File: src/rtl/mac_sequencer_pkg.sv
// Shared definitions for the MAC sequencer: ALU opcode encoding and FSM state encoding.
package mac_sequencer_pkg;

    typedef enum logic [1:0] {
        NO_OPERATION = 2'b00,
        MUL          = 2'b01,
        ADD          = 2'b10,
        SUB          = 2'b11
    } alu_op_e;

    typedef enum logic [2:0] {
        ST_IDLE  = 3'd0,
        ST_FETCH = 3'd1,
        ST_MUL   = 3'd2,
        ST_MUL_W = 3'd3,
        ST_ADD   = 3'd4,
        ST_ADD_W = 3'd5,
        ST_DONE  = 3'd6
    } state_e;

endpackage

File: src/rtl/mac_sequencer.sv
// Dot-product sequencer driving an external registered ALU (multiply, then accumulate per pair).
// Optional MAC_SEQ_SATURATE_EN: clamp the accumulator to all-ones on unsigned wrap.
module mac_sequencer
    import mac_sequencer_pkg::*;
#(
    parameter int WIDTH = 16,
    parameter int LEN_W = 4
) (
    input  logic             clk,
    input  logic             rst_n,
    input  logic             start,
    input  logic [LEN_W-1:0] len,
    input  logic [WIDTH-1:0] a_data,
    input  logic [WIDTH-1:0] b_data,
    input  logic             elem_valid,
    output logic             elem_ready,
    output logic [1:0]       alu_control,
    output logic [WIDTH-1:0] alu_in1,
    output logic [WIDTH-1:0] alu_in2,
    input  logic [WIDTH-1:0] alu_out,
    input  logic             alu_zflag,
    output logic [WIDTH-1:0] result,
    output logic             done,
    output logic             busy,
    output logic             zero
);

    state_e           state;
    state_e           state_nxt;
    alu_op_e          alu_op;
    logic [WIDTH-1:0] a_reg;
    logic [WIDTH-1:0] b_reg;
    logic [WIDTH-1:0] acc;
    logic [WIDTH-1:0] prod;
    logic [LEN_W-1:0] count;
    logic [WIDTH-1:0] acc_load;
    logic             zero_load;
    logic             last_elem;

    // Returns {zero flag, accumulator} to commit after the add result returns.
    function automatic logic [WIDTH:0] acc_update(input logic [WIDTH-1:0] sum,
                                                  input logic [WIDTH-1:0] prev,
                                                  input logic             zflag);
`ifdef MAC_SEQ_SATURATE_EN
        if (sum < prev)
            return {1'b0, {WIDTH{1'b1}}};
        return {zflag, sum};
`else
        logic [WIDTH-1:0] unused_prev;
        unused_prev = prev;
        return {zflag, sum};
`endif
    endfunction

    assign {zero_load, acc_load} = acc_update(alu_out, acc, alu_zflag);
    assign last_elem             = (count == LEN_W'(1));
    assign alu_control           = alu_op;

    always_ff @(posedge clk or negedge rst_n) begin
        if (!rst_n)
            state <= ST_IDLE;
        else
            state <= state_nxt;
    end

    always_comb begin
        state_nxt  = state;
        alu_op     = NO_OPERATION;
        alu_in1    = '0;
        alu_in2    = '0;
        elem_ready = 1'b0;
        busy       = 1'b1;
        done       = 1'b0;
        case (state)
            ST_IDLE: begin
                busy = 1'b0;
                if (start)
                    state_nxt = (len == '0) ? ST_DONE : ST_FETCH;
            end
            ST_FETCH: begin
                elem_ready = 1'b1;
                if (elem_valid)
                    state_nxt = ST_MUL;
            end
            ST_MUL: begin
                alu_op    = MUL;
                alu_in1   = a_reg;
                alu_in2   = b_reg;
                state_nxt = ST_MUL_W;
            end
            ST_MUL_W: state_nxt = ST_ADD;
            ST_ADD: begin
                alu_op    = ADD;
                alu_in1   = acc;
                alu_in2   = prod;
                state_nxt = ST_ADD_W;
            end
            ST_ADD_W: state_nxt = last_elem ? ST_DONE : ST_FETCH;
            ST_DONE: begin
                done      = 1'b1;
                state_nxt = ST_IDLE;
            end
            default: state_nxt = ST_IDLE;
        endcase
    end

    // Operand capture on element handshake; contents are don't-care until a transfer.
    always_ff @(posedge clk) begin
        if (state == ST_FETCH && elem_valid) begin
            a_reg <= a_data;
            b_reg <= b_data;
        end
    end

    // result/zero are published on the edge into DONE so they are valid alongside done.
    always_ff @(posedge clk or negedge rst_n) begin
        if (!rst_n) begin
            acc    <= '0;
            prod   <= '0;
            count  <= '0;
            result <= '0;
            zero   <= 1'b0;
        end else begin
            case (state)
                ST_IDLE: begin
                    if (start) begin
                        count <= len;
                        acc   <= '0;
                        prod  <= '0;
                        if (len == '0) begin
                            result <= '0;
                            zero   <= 1'b1;
                        end
                    end
                end
                ST_MUL_W: prod <= alu_out;
                ST_ADD_W: begin
                    acc   <= acc_load;
                    count <= count - LEN_W'(1);
                    if (last_elem) begin
                        result <= acc_load;
                        zero   <= zero_load;
                    end
                end
                default: ;
            endcase
        end
    end

endmodule

File: config.mk
export PLATFORM = sky130hd
export DESIGN_NAME = mac_sequencer
export DESIGN_NICKNAME = d
export VERILOG_FILES = /design/src/rtl/mac_sequencer_pkg.sv /design/src/rtl/mac_sequencer.sv
export SDC_FILE = /design/constraint.sdc
export NUM_CORES = 1
export LEC_CHECK = 0
export CAP_MARGIN = 25
export CELL_PAD_IN_SITES_DETAIL_PLACEMENT = 0
export CELL_PAD_IN_SITES_GLOBAL_PLACEMENT = 1
export CORE_AREA = 2 2 105 97
export CTS_BUF_LIST = sky130_fd_sc_hd__clkbuf_16
export CTS_CLUSTER_SIZE = 14
export DETAILED_ROUTE_END_ITERATION = 6
export DIE_AREA = 0 0 107 99
export GPL_TIMING_DRIVEN = 0
export PLACE_DENSITY_LB_ADDON = 0.08
export SYNTH_ARGS = -nofsm -noshare
export SYNTH_HDL_FRONTEND = slang
export SYNTH_SLANG_ARGS = --single-unit
File: constraint.sdc
create_clock -name clk -period 6.75 [get_ports clk]
set_clock_uncertainty 0.1 [all_clocks]
set_input_delay 0.675 -clock clk [delete_from_list [all_inputs] [get_ports clk]]
set_output_delay 0.675 -clock clk [all_outputs]
set_load 0.05 [all_outputs]
==> results.toml <==
[run_status]
status = "complete, no violations"

[sta]
worst_slew_pin_slew_ns = 0.853
fmax_mhz = 252
rsz0062_at_grt = "false"
slew_viol_final = 0
finalCritPeriodShare_pct = 58.9
timing.final.crit_period_ns = 3.97
setup_viol = 0
tns_ns = 0
relSlewSlack_pct = 42.7
hold_viol = 0

[synthesis]
async_reset_ff_share_pct = 63.6
yosys_warnings = 0
synth_common_cells = "63 x a22o_1, 56 x dfrtp_1, 32 x edfxtp_1"
seq_area_frac_synth_pct = 63.7
synth-main-ff-cell = "dfrtp_1"
ys_seq_elements = 88
synthTopCellsByArea = "dfrtp_1 38%, edfxtp_1 26%, a22o_1 15%"
yosysMostFrequentCell = "a22o_1"
synth-edff-count = 32
synth_fp_nets = 329
syn-cell-area_um2 = 3710
synth.largest_area_cell = "dfrtp_1"
synth.avg_cell_area_um2 = 13.7
synth_top_area_share_pct = 37.8
ys_types = 38
syn_inst = 270

[setup_path]
worstSetupPathType = "reg -> out"
crit_start = "state[1]$_DFFE_PN0P_"
setup.worst_path.end_class = "output port"
worstReg2RegStart = "state[2]$_DFFE_PN0P_"
critical_path.top_delay_family = "buffers and inverters"
cp.required_ns = 5.97
r2r_slack_ns = 4.51
crit_slowest_cell = "clkdlybuf4s50_1"
cp_data_arrival_time_ns = 3.20
worstSetupStartpointType = "flop"
path_buf_inv = 3
worstPathMaxFanout = 10
path_cells = "buf_2 > nor3_1 > clkbuf_1 > a22o_1 > clkdlybuf4s50_1"
max_stage_delay_ns = 0.80

[floorplanning]
die_w_um = 107
initial_core_util_pct = 39.1
core_area_um2 = 9490
die_y_um = 99
dieArea_um2 = 10600
io_pins = 111
rows = 34

[worst_hold_path]
hold_path_class = "in -> async"

[power_and_ir_drop]
power_density_nw_per_um2 = 466
switchingPower_mw = 1.02
p_total_mw = 2.46
p_seq_share_pct = 34.0
pwr-share-comb_pct = 45.7
switching_share_pct = 41.6
p_leak_nw = 2.15
intPower_mw = 1.44
p_clk_share_pct = 20.3
ir_worst_vdd_v = 0.000171

[clock_tree]
clk_pin_slew_worst_paths_ns = 0.07
cts.repair.resized = 0
cts_buffers = 9
root_buffer = "clkbuf_16"
cts_tree = "done"
post-cts-setup-buffers = 0
cts_max_level = 3
clockBufferDepth = 2
cts.sinks = 88
clk-insertion-delay-late_ns = 0.33
holdBufCountCts = 0

[placed_design]
io_buffers = 110
dp_hpwl_mm = 6.88
gp_routability_congestion = 0.822

[detailed_routing]
vias = 2729
drcViolationCount = 0
routed_wl_mm = 9.96
ant_nets = 0
firstDrtPassIters = 4
drt_first_iter_violations = 146
drt-wirelength-per-cell_um = 19.1
via_per_inst = 5.22

[final_layout]
drive_gt1_share_pct = 7.81
finalNetCount = 451
multi_input_area_um2 = 1200
num_antenna_cells = 0
seqCellArea_um2 = 2360
area_growth_pct = 42.4
fill_cells = 791

[grt]
grt_util_all_layers_pct = 19.7
antenna_found_initial = 0
grt_pass1_vias = 2805
grt_max_degree = 40
grt.overflow.total = 0
grt_pass1_wl_mm = 15.6

[job]
max_cap_viol_count = 0
## path summary, 6_finish.rpt
check / depth (start not counted) / to
worst max-delay path: 5 / alu_in1[7]
worst min-delay path: 1 / count[0]$_DFFE_PN0P_
worst max register to register: 3 / a_reg[3]$_DFFE_PP_
worst min register to register: 1 / acc[15]$_DFFE_PN0P_
max in group asynchronous: 2 / prod[13]$_DFFE_PN0P_
min in group clk: 1 / acc[15]$_DFFE_PN0P_
## worst register-to-register path, cell delays in order (launching register included)
cell	delay, ns
dfrtp_1	0.46
clkbuf_1	0.25
nor3_1	0.27
and2_2	0.73
## per-layer routing
layer  part of all wire (%)  vias up  GRT usage [%]
li1                       -     1301              -
met1                     48     1333           28.2
met2                     45       83           30.0
met3                    6.0       12           4.43
met4                    1.5        0           6.39
met5                      0        -              0
## placed cells by master (no fill, tap or decap), types with 3 or more instances in the layout
master,netlist,routed
o211ai_1,3,3
inv_1,6,7
o21a_1,15,15
nand3_1,4,4
buf_6,3,3
nor3_1,3,3
a22o_1,63,63
nand2_1,9,9
clkdlybuf4s50_1,0,109
clkbuf_16,0,9
a31o_1,15,15
dfrtp_1,56,56
buf_2,4,5
a21oi_1,5,5
nor2_1,6,6
edfxtp_1,32,32
clkbuf_1,13,13
a21o_1,3,3
## layout make-up
class	count	area share [%]
buffer	22	2.16
clock inverter	7	1.37
multi-input combinational	152	22.8
inverter	8	0.569
tap	126	2.99
clock buffer	9	4.27
sequential	88	44.8
timing repair buffer	111	21.1
## power groups by stage
| stage | combinational, mW | sequential, mW | clock [mW] |
|---|---|---|---|
| global placement | 1.12 | 0.844 | 0 |
| CTS | 1.14 | 0.838 | 0.507 |
| detailed placement | 1.13 | 0.846 | 0 |
| global route | 1.20 | 0.860 | 0.528 |
| floorplan | 0.680 | 0.909 | 0 |
| finish | 1.12 | 0.838 | 0.499 |
## cell families after synthesis
group	Yosys count	synth area share, %
multiplexers	3	0.844
AND/OR/NAND/NOR	35	5.54
flip-flops	88	63.7
AO/OA/AOI/OAI	111	25.1
adder cells (fa/ha/maj)	2	0.675
buffers and inverters	30	3.88
XOR/XNOR	1	0.236
## metrics by stage
stage / utilization, % / instance area [um2] / setup WS, ns / hold WS, ns / cells
CTS: 55.6 / 5280 / 2.71 / 0.192 / 523
floorplan: - / 3710 / 3.52 / 0.279 / 270
detailed placement: 52.5 / 4980 / 3.08 / 0.376 / 507
global placement: 52.3 / 4960 / 3.06 / 0.374 / 506
finish: 55.6 / 5280 / 2.78 / 0.180 / 523
global route: 55.6 / 5280 / 2.57 / 0.220 / 523
Note: power is estimated with default switching activity, not from simulation.
